`src/rtl/spi_byte_rx_pkg.sv`:
```
// Shared types and defaults for the SPI byte receiver (spi_byte_rx) and its buffer.
package spi_rx_pkg;
  localparam int BYTE_W_DEF     = 8;
  localparam int FIFO_DEPTH_DEF = 4;

  typedef logic [BYTE_W_DEF-1:0] byte_t;

  typedef enum logic [0:0] {
    IDLE  = 1'b0,
    SHIFT = 1'b1
  } rx_state_t;
endpackage

```
`src/rtl/spi_byte_rx_sync_fifo.sv`:
```
// sync_fifo: first-word fall-through buffer; a push while full (without a pop) is dropped.
module sync_fifo
  import spi_rx_pkg::*;
#(
  parameter int WIDTH = BYTE_W_DEF,
  parameter int DEPTH = FIFO_DEPTH_DEF
) (
  input  logic                     clk,
  input  logic                     reset,
  input  logic                     push,
  input  logic                     pop,
  input  logic [WIDTH-1:0]         wdata,
  output logic [WIDTH-1:0]         rdata,
  output logic                     full,
  output logic                     empty,
  output logic [$clog2(DEPTH):0]   level
);
  localparam int AW = $clog2(DEPTH);

  logic [WIDTH-1:0] mem [DEPTH];
  logic [AW-1:0]    wr_ptr;
  logic [AW-1:0]    rd_ptr;
  logic [AW:0]      count;
  logic             do_push;
  logic             do_pop;

  // A pop frees the slot in the same cycle, so a full buffer can still accept.
  assign do_push = push && (!full || pop);
  assign do_pop  = pop && !empty;
  assign full    = (count == (AW+1)'(DEPTH));
  assign empty   = (count == '0);
  assign level   = count;
  assign rdata   = empty ? '0 : mem[rd_ptr];

  always_ff @(posedge clk) begin
    if (do_push) mem[wr_ptr] <= wdata;
  end

  always_ff @(posedge clk or negedge reset) begin
    if (!reset) begin
      wr_ptr <= '0;
      rd_ptr <= '0;
      count  <= '0;
    end else begin
      if (do_push) wr_ptr <= wr_ptr + 1'b1;
      if (do_pop)  rd_ptr <= rd_ptr + 1'b1;
      case ({do_push, do_pop})
        2'b10:   count <= count + 1'b1;
        2'b01:   count <= count - 1'b1;
        default: count <= count;
      endcase
    end
  end
endmodule

```
`src/rtl/spi_byte_rx.sv`:
```
// spi_byte_rx: SPI receiver (sck/sdi/load) assembling MSB-first bytes into a FWFT buffer.
// Optional macro SPI_RX_SYNC_EN adds a 2-flop synchronizer on sck, sdi and load.
module spi_byte_rx
  import spi_rx_pkg::*;
#(
  parameter int FIFO_DEPTH = FIFO_DEPTH_DEF,
  parameter int BYTE_W     = BYTE_W_DEF
) (
  input  logic                          clk,
  input  logic                          reset,
  input  logic                          sck,
  input  logic                          sdi,
  input  logic                          load,
  output logic [BYTE_W-1:0]             out_data,
  output logic                          out_valid,
  input  logic                          out_ready,
  output logic [$clog2(FIFO_DEPTH):0]   level,
  output logic                          overflow,
  output logic                          frame_err,
  output logic [0:0]                    dbg_state
);
  localparam int CW = $clog2(BYTE_W);
  localparam logic [CW-1:0] LAST_BIT = CW'(BYTE_W - 1);
  localparam logic [0:0]    S_IDLE   = IDLE;
  localparam logic [0:0]    S_SHIFT  = SHIFT;

  logic sck_s, sdi_s, load_s;

`ifdef SPI_RX_SYNC_EN
  logic [1:0] sck_sync, sdi_sync, load_sync;

  always_ff @(posedge clk or negedge reset) begin
    if (!reset) begin
      sck_sync  <= '0;
      sdi_sync  <= '0;
      load_sync <= '0;
    end else begin
      sck_sync  <= {sck_sync[0], sck};
      sdi_sync  <= {sdi_sync[0], sdi};
      load_sync <= {load_sync[0], load};
    end
  end

  assign sck_s  = sck_sync[1];
  assign sdi_s  = sdi_sync[1];
  assign load_s = load_sync[1];
`else
  assign sck_s  = sck;
  assign sdi_s  = sdi;
  assign load_s = load;
`endif

  logic sck_q, sck_q2, sdi_q, load_q, load_q2;
  logic sck_rise, load_rise, load_fall;

  always_ff @(posedge clk or negedge reset) begin
    if (!reset) begin
      sck_q   <= 1'b0;
      sck_q2  <= 1'b0;
      sdi_q   <= 1'b0;
      load_q  <= 1'b0;
      load_q2 <= 1'b0;
    end else begin
      sck_q   <= sck_s;
      sck_q2  <= sck_q;
      sdi_q   <= sdi_s;
      load_q  <= load_s;
      load_q2 <= load_q;
    end
  end

  // sdi_q is captured on the same clk as the sck_q sample that reveals the rise.
  assign sck_rise  = sck_q & ~sck_q2;
  assign load_rise = load_q & ~load_q2;
  assign load_fall = ~load_q & load_q2;

  logic [0:0]        state;
  logic [CW-1:0]     cnt;
  logic [BYTE_W-1:0] sr;
  logic              push_q;
  logic              fifo_full;
  logic              fifo_empty;
  logic              pop;

  // The completed byte stays in sr until the next sck rise, at least 4 clk away,
  // so the buffer writes sr on the clk after the wrap.
  always_ff @(posedge clk or negedge reset) begin
    if (!reset) begin
      state     <= S_IDLE;
      cnt       <= '0;
      sr        <= '0;
      push_q    <= 1'b0;
      frame_err <= 1'b0;
    end else begin
      push_q <= 1'b0;
      case (state)
        S_IDLE: begin
          if (load_rise) begin
            state <= S_SHIFT;
            cnt   <= '0;
            sr    <= '0;
          end
        end
        S_SHIFT: begin
          if (load_fall) begin
            if (cnt != '0) frame_err <= 1'b1;
            cnt   <= '0;
            sr    <= '0;
            state <= S_IDLE;
          end else if (sck_rise) begin
            sr <= {sr[BYTE_W-2:0], sdi_q};
            if (cnt == LAST_BIT) begin
              cnt    <= '0;
              push_q <= 1'b1;
            end else begin
              cnt <= cnt + 1'b1;
            end
          end
        end
        default: state <= S_IDLE;
      endcase
    end
  end

  // Handshake: out_data is valid whenever out_valid is high; a byte is consumed
  // on any clk edge where out_valid && out_ready, and out_data is held until then.
  assign pop       = out_valid && out_ready;
  assign out_valid = !fifo_empty;
  assign dbg_state = state;

  always_ff @(posedge clk or negedge reset) begin
    if (!reset) begin
      overflow <= 1'b0;
    end else if (push_q && fifo_full && !pop) begin
      overflow <= 1'b1;
    end
  end

  sync_fifo #(
    .WIDTH (BYTE_W),
    .DEPTH (FIFO_DEPTH)
  ) u_fifo (
    .clk   (clk),
    .reset (reset),
    .push  (push_q),
    .pop   (pop),
    .wdata (sr),
    .rdata (out_data),
    .full  (fifo_full),
    .empty (fifo_empty),
    .level (level)
  );
endmodule

```
`config.mk`:
```
export PLATFORM = sky130hd
export DESIGN_NAME = spi_byte_rx
export DESIGN_NICKNAME = d
export VERILOG_FILES = /design/src/rtl/spi_byte_rx_pkg.sv /design/src/rtl/spi_byte_rx_sync_fifo.sv /design/src/rtl/spi_byte_rx.sv
export SDC_FILE = /design/constraint.sdc
export NUM_CORES = 1
export LEC_CHECK = 0
export CAP_MARGIN = 40
export CORE_AREA = 2 2 96 98
export DETAILED_ROUTE_END_ITERATION = 8
export DIE_AREA = 0 0 98 100
export HOLD_SLACK_MARGIN = 0.05
export PLACE_DENSITY_LB_ADDON = 0.05
export SETUP_SLACK_MARGIN = 0.4
export SLEW_MARGIN = 20
export SYNTH_ARGS = -nofsm -noshare
export SYNTH_HDL_FRONTEND = slang
export SYNTH_SLANG_ARGS = --single-unit
```
`constraint.sdc`:
```
create_clock -name clk -period 1.8 [get_ports clk]
set_input_delay 0.27 -clock clk [delete_from_list [all_inputs] [get_ports clk]]
set_output_delay 0.27 -clock clk [all_outputs]
set_load 0.05 [all_outputs]
```
==> results.cfg, run 1 <==
[run_status]
status = finished with violations
violations = setup timing

[cells_and_area]
fin_util_pct = 38.1
final_cells = 312
fin_nets = 211
area_growth_pct = 37.7
register_area_mm2 = 0.00164
n_antenna_cell = 0
final_layout_size_suffix_gt1_share_pct = 54.2
multiInputGateArea_um2 = 825
n_fill_cell = 850

[clocking]
clk_latency_ns = 0.33
clkTransAtPathRegs_ns = 0.07
root_buffer = clkbuf_8
htree_levels = 3
cts_sinks = 59
cts_tree = done
clockBufferDepth = 2
hold_buffers = 0
numCtsBuffers = 9

[logic_synthesis]
synth_compound_area_share_pct = 7.12
yosys_warnings = 0
synth_top_family_by_area = multiplexers
ys_ff_latch = 59
syn_nets = 160
synthAdderAreaFrac_pct = 4.88
synth-xor-area-share_pct = 2.14
synth-simple-area-share_pct = 7.83
syn-instance-count = 145
ys_types = 34
yosys-mux-area-fraction_pct = 8.34
synth.cell_area_mm2 = 0.00246
seq_area_frac_synth_pct = 66.5
syn_avg_cell_area_um2 = 17.0

[detailed_routing]
drc_errors = 0
drt-initial-drc-count = 64
vias = 1357
drt_wl_total_um = 4850
drt.antenna.violating_nets = 0
drt_pre_antenna_iters = 4
wl_per_cell_um = 15.5
viasPerCell = 4.35

[power_and_ir_drop]
fin_total_pwr_uw = 5640
powerDensity_mw_per_mm2 = 1660
switchingPower_uw = 1900
leakagePower_uw = 0.00135
seq_power_share_pct = 32.4
clkPwrFrac_pct = 23.1
combPwrFrac_pct = 44.6
irDropWorstVdd_v = 0.000479
swShare_pct = 33.8
intPower_uw = 3730

[setup_path]
cp_max_fo = 6
ff2ff_path_depth = 11
crit_required_ns = 1.53
path_class = reg2out
end_kind = output pin
arrival_ns = 1.67
start_kind = register

[global_route]
grt.overflow.total = 0
antenna_found_initial = 0
gr-usage-all-layers_pct = 11.1
grt_max_degree = 28
grt_pass1_vias = 1535
grt_pass1_wl_um = 8140

[timing]
hold_slack_ns = 0.321
hold_viol_final = 0
skew_ns = 0.0103
tightest_slew_ns = 0.379
relSlewSlack_pct = 74.8
finalCriticalPeriod_ns = 1.94
max_freq_ghz = 0.516
fin_crit_sh_pct = 108
slew_violations = 0
setup-violations-final = 11
setup_ws_ns = -0.137
rsz0062_at_grt = yes

[die]
num_rows = 35
die_x_um = 98
boundaryPins = 21
die_h_um = 100
initial_utilization_pct = 27.7
die-area_mm2 = 0.00980
core_area_mm2 = 0.00889

[hold_path]
worst_hold_path_type = in2async

[placement]
place_inst = 282
dp.final_hpwl_um = 3220
gp_congestion = 0.715
port-buffer-count = 20

[job]
maxCapViolCount = 0
-- cell usage in the layout (no fill, tap or decap), drive strengths merged --
master	n
a211oi	1
a21o	2
a21oi	3
a31o	1
and2	13
buf	41
bufinv	2
clkbuf	9
clkdlybuf4s50	5
clkinv	3
clkinvlp	2
dfrtp	27
edfxtp	32
fa	1
ha	8
inv	9
mux2	1
mux2i	1
mux4	8
nand2	2
nand2b	2
nand3	1
nor2	2
nor2b	3
nor3	1
nor3b	1
nor4b	1
o21a	1
o21ai	1
o221a	10
or3	1
xnor2	3
xor2	3
-- cell usage after synthesis (all sizes together) --
master | instances | area, µm²
nor3 | 1 | 5.00
a21oi | 3 | 18.8
nor4b | 1 | 23.8
buf | 5 | 40.0
mux2i | 1 | 10.0
mux2 | 1 | 15.0
a31o | 1 | 8.76
nand3 | 1 | 10.0
xnor2 | 3 | 26.3
clkbuf | 1 | 5.00
and2 | 13 | 83.8
a21o | 2 | 15.0
ha | 8 | 100
a211oi | 1 | 7.51
o21a | 1 | 7.51
or3 | 1 | 11.3
nor2 | 2 | 7.51
nor3b | 1 | 7.51
o221a | 10 | 113
nand2b | 2 | 12.5
dfrtp | 27 | 676
o21ai | 1 | 5.00
edfxtp | 32 | 961
mux4 | 8 | 180
inv | 9 | 33.8
xor2 | 3 | 26.3
nand2 | 2 | 7.51
nor2b | 3 | 23.8
fa | 1 | 20.0
-- worst max-delay path, stage by stage (launching register included) --
cell and delay [ns]:
dfrtp_1 0.38, buf_6 0.17, mux4_2 0.50, and2_4 0.16, buf_8 0.14
-- flip-flops by register name, summed over array words and instances, names as in the netlist --
signal	count
u_fifo.mem	32
sr	8
cnt	3
u_fifo.level	3
u_fifo.rd_ptr	2
u_fifo.wr_ptr	2
dbg_state	1
frame_err	1
load_q	1
load_q2	1
overflow	1
push_q	1
sck_q	1
sck_q2	1
sdi_q	1
-- area by class of cell --
cell class	count	area share, %
sequential	59	48.5
multi-input combinational	71	24.3
timing repair buffer	46	15.7
tap	111	4.10
clock buffer	9	3.65
clock inverter	7	2.73
inverter	9	0.997
-- power by group through the flow --
stage          logic [µW]  registers [µW]  clock network (µW)
6_report             2510            1820                1300
3_5_place_dp         1910            1860                   0
5_1_grt              2660            1860                1410
3_3_place_gp         1870            1850                   0
2_1_floorplan        1300            1900                   0
4_1_cts              2460            1820                1340
-- metrics by stage --
| step | instance area, µm² | setup TNS (ns) | worst slack [ns] |
|---|---|---|---|
| 2_1_floorplan | 2510 | -0.286 | -0.193 |
| 3_3_place_gp | 2850 | -2.87 | -0.391 |
| 3_5_place_dp | 2850 | -3.41 | -0.463 |
| 4_1_cts | 3320 | -1.49 | -0.177 |
| 5_1_grt | 3390 | -2.07 | -0.255 |
| 6_report | 3390 | -1.28 | -0.137 |
-- layer usage --
metal	wire (µm)	GRT usage, %	vias up
met3	128	2.30	6
li1	-	-	640
met5	0	0	-
met1	2230	14.2	691
met4	79	6.41	0
met2	2400	17.7	20
-- worst paths after layout --
path	start	end	slack, ns
max in group asynchronous	reset	dbg_state	1.16
hold reg to reg	sck_q	sck_q2	0.38
setup reg to reg	u_fifo.level[2]	u_fifo.level[2]	-0.13
hold / removal	reset	u_fifo.level[1]	0.32
min in group clk	sck_q	sck_q2	0.38
setup / recovery	u_fifo.rd_ptr[0]	out_data[2]	-0.14
-- logic make-up after synthesis --
kind of cell,count (synthesis)
compound gates,19
xor+xnor,6
fa+ha+maj,9
buf+inv,15
flops,59
mux,10
simple gates,27
-- timing repair --
action                     CTS  global route
setup endpoints to repair   55            62
pin swaps                   18             6
buffers inserted            10             3
resized for setup           43            12
gates cloned                 1             0
(Power assumes the default switching activity.)
==> run 2: changes to the inputs <==
--- a/config.mk
+++ b/config.mk
@@ -6,9 +6,9 @@
 export NUM_CORES = 1
 export LEC_CHECK = 0
 export CAP_MARGIN = 40
-export CORE_AREA = 2 2 96 98
+export CORE_AREA = 5 5 99 101
 export DETAILED_ROUTE_END_ITERATION = 8
-export DIE_AREA = 0 0 98 100
+export DIE_AREA = 0 0 104 106
 export HOLD_SLACK_MARGIN = 0.05
 export PLACE_DENSITY_LB_ADDON = 0.05
 export SETUP_SLACK_MARGIN = 0.4
@@ -16,3 +16,4 @@
 export SYNTH_ARGS = -nofsm -noshare
 export SYNTH_HDL_FRONTEND = slang
 export SYNTH_SLANG_ARGS = --single-unit
+export TNS_END_PERCENT = 100
==> results.cfg, run 2 (synthesis results as in run 1) <==
[setup_path]
crit_required_ns = 1.53
end_kind = output pin
start_kind = register
slowest_stage = or3_4
cp_max_fo = 5
crit_chain = or3_4 -> clkbuf_16 -> and2_4 -> buf_8
reg2reg_slack_ns = -0.10
slowest_delay_ns = 0.44
path_class = reg2out
arrival_ns = 1.67

[timing]
finalCriticalPeriod_ns = 1.94
rsz0062_at_grt = yes
slew_violations = 0
skew_ns = 0.00503
max_freq_ghz = 0.515
relSlewSlack_pct = 75.6
tightest_slew_ns = 0.366
setup_ws_ns = -0.143
setup-violations-final = 11
fin_crit_sh_pct = 108
hold_viol_final = 0

[detailed_routing]
drt_wl_total_um = 5070
drc_errors = 0
drt_pre_antenna_iters = 4
drt-initial-drc-count = 74
viasPerCell = 4.42
drt.antenna.violating_nets = 0
vias = 1362
wl_per_cell_um = 16.5

[placement]
dp.final_hpwl_um = 3280
placed_cell_area_mm2 = 0.00285
gp_congestion = 0.736
dp_slack_ns = -0.481
port-buffer-count = 20

[cells_and_area]
layout_common_cells = 32 x edfxtp_1, 22 x dfrtp_1, 13 x and2_4, 13 x buf_4, 12 x buf_6
n_fill_cell = 893
fin_nets = 207
final_layout_size_suffix_gt1_share_pct = 52.3
final_common_cell = edfxtp_1
area_growth_pct = 33.4
register_area_mm2 = 0.00164
finalInstanceArea_mm2 = 0.00328
regMostFlops = u_fifo.mem
top_regs = u_fifo.mem x32, sr x8
largest_reg_flops = 32
n_antenna_cell = 0
multiInputGateArea_um2 = 825
fin_util_pct = 36.7

[power_and_ir_drop]
powerDensity_mw_per_mm2 = 1600
irDropWorstVdd_v = 0.000549
fin_total_pwr_uw = 5260
leakagePower_uw = 0.00132

[clocking]
clk_latency_ns = 0.33
clockBufferDepth = 2
htree_levels = 3
root_buffer = clkbuf_8
clkTransAtPathRegs_ns = 0.07
cts_sinks = 59
hold_buffers = 0
numCtsBuffers = 9
cts_tree = done

[die]
die-area_mm2 = 0.0110
core_area_mm2 = 0.00893
boundaryPins = 21
initial_utilization_pct = 27.5
die_x_um = 104
num_rows = 35
die_h_um = 106

[global_route]
grt_pass1_wl_um = 8140
grt_pass1_vias = 1538
grt.overflow.total = 0
grt_max_degree = 28
gr-usage-all-layers_pct = 9.81
antenna_found_initial = 0

[hold_path]
worst_hold_path_type = in2async

[run_status]
status = finished with violations
violations = setup timing

[job]
maxCapViolCount = 0
==> run 2: cell count changes in the layout (fill, tap and decap cells not counted), sizes merged <==
cell      before  now
clkinvlp       2    0
buf           41   36
bufinv         2    0
clkbuf         9   14
==> run 2: what timing repair did <==
action	CTS	global route
cloned	0	1
gates resized for setup	36	11
setup endpoints to repair	56	60
pin swaps	16	1
setup buffers	7	3
==> run 2: cell type report <==
type	count	share of cell area, %
Multi-Input combinational cell	71	25.1
Timing Repair Buffer	42	14.6
Sequential cell	59	50.1
Tap cell	111	4.23
Clock buffer	13	4.54
Clock inverter	3	0.457
Inverter	9	1.03
==> run 2: path summary, 6_finish.rpt <==
kind	to	from	cells after the start
worst max-delay path	out_data[1]	u_fifo.level[2]	4
worst min-delay path	overflow	reset	2
worst max register to register	u_fifo.level[2]	u_fifo.level[2]	8
worst min register to register	sck_q2	sck_q	0
max in group asynchronous	dbg_state	reset	2
min in group clk	sck_q	sck	1
==> run 2: per-layer routing <==
| layer | GRT usage (%) | wire (µm) | vias to the layer above |
|---|---|---|---|
| met5 | 0 | 0 | - |
| met4 | 5.83 | 97 | 0 |
| met3 | 2.25 | 167 | 8 |
| met2 | 16.4 | 2620 | 25 |
| met1 | 11.5 | 2180 | 697 |
| li1 | - | - | 632 |
==> run 2: critical path: cells and delay by family (launching register included) <==
family / cells / cell delay, ns
buf+inv: 2 / 0.31
simple gates: 2 / 0.59
flops: 1 / 0.43
==> run 2: metrics by stage <==
step	hold WS [ns]	cells	TNS [ns]
5_1_grt	0.336	308	-2.08
2_1_floorplan	-0.0256	145	-0.286
4_1_cts	0.321	304	-1.45
6_report	0.322	308	-1.33
3_3_place_gp	0.358	281	-2.54
3_5_place_dp	0.371	281	-4.79
==> run 2: power by group <==
group | leakage (µW) | switching (µW) | internal, µW
Combinational | 0.000619 | 1140 | 1250
Sequential | 0.000609 | 222 | 1620
Clock | 0.0000872 | 497 | 532
Total | 0.00132 | 1860 | 3400
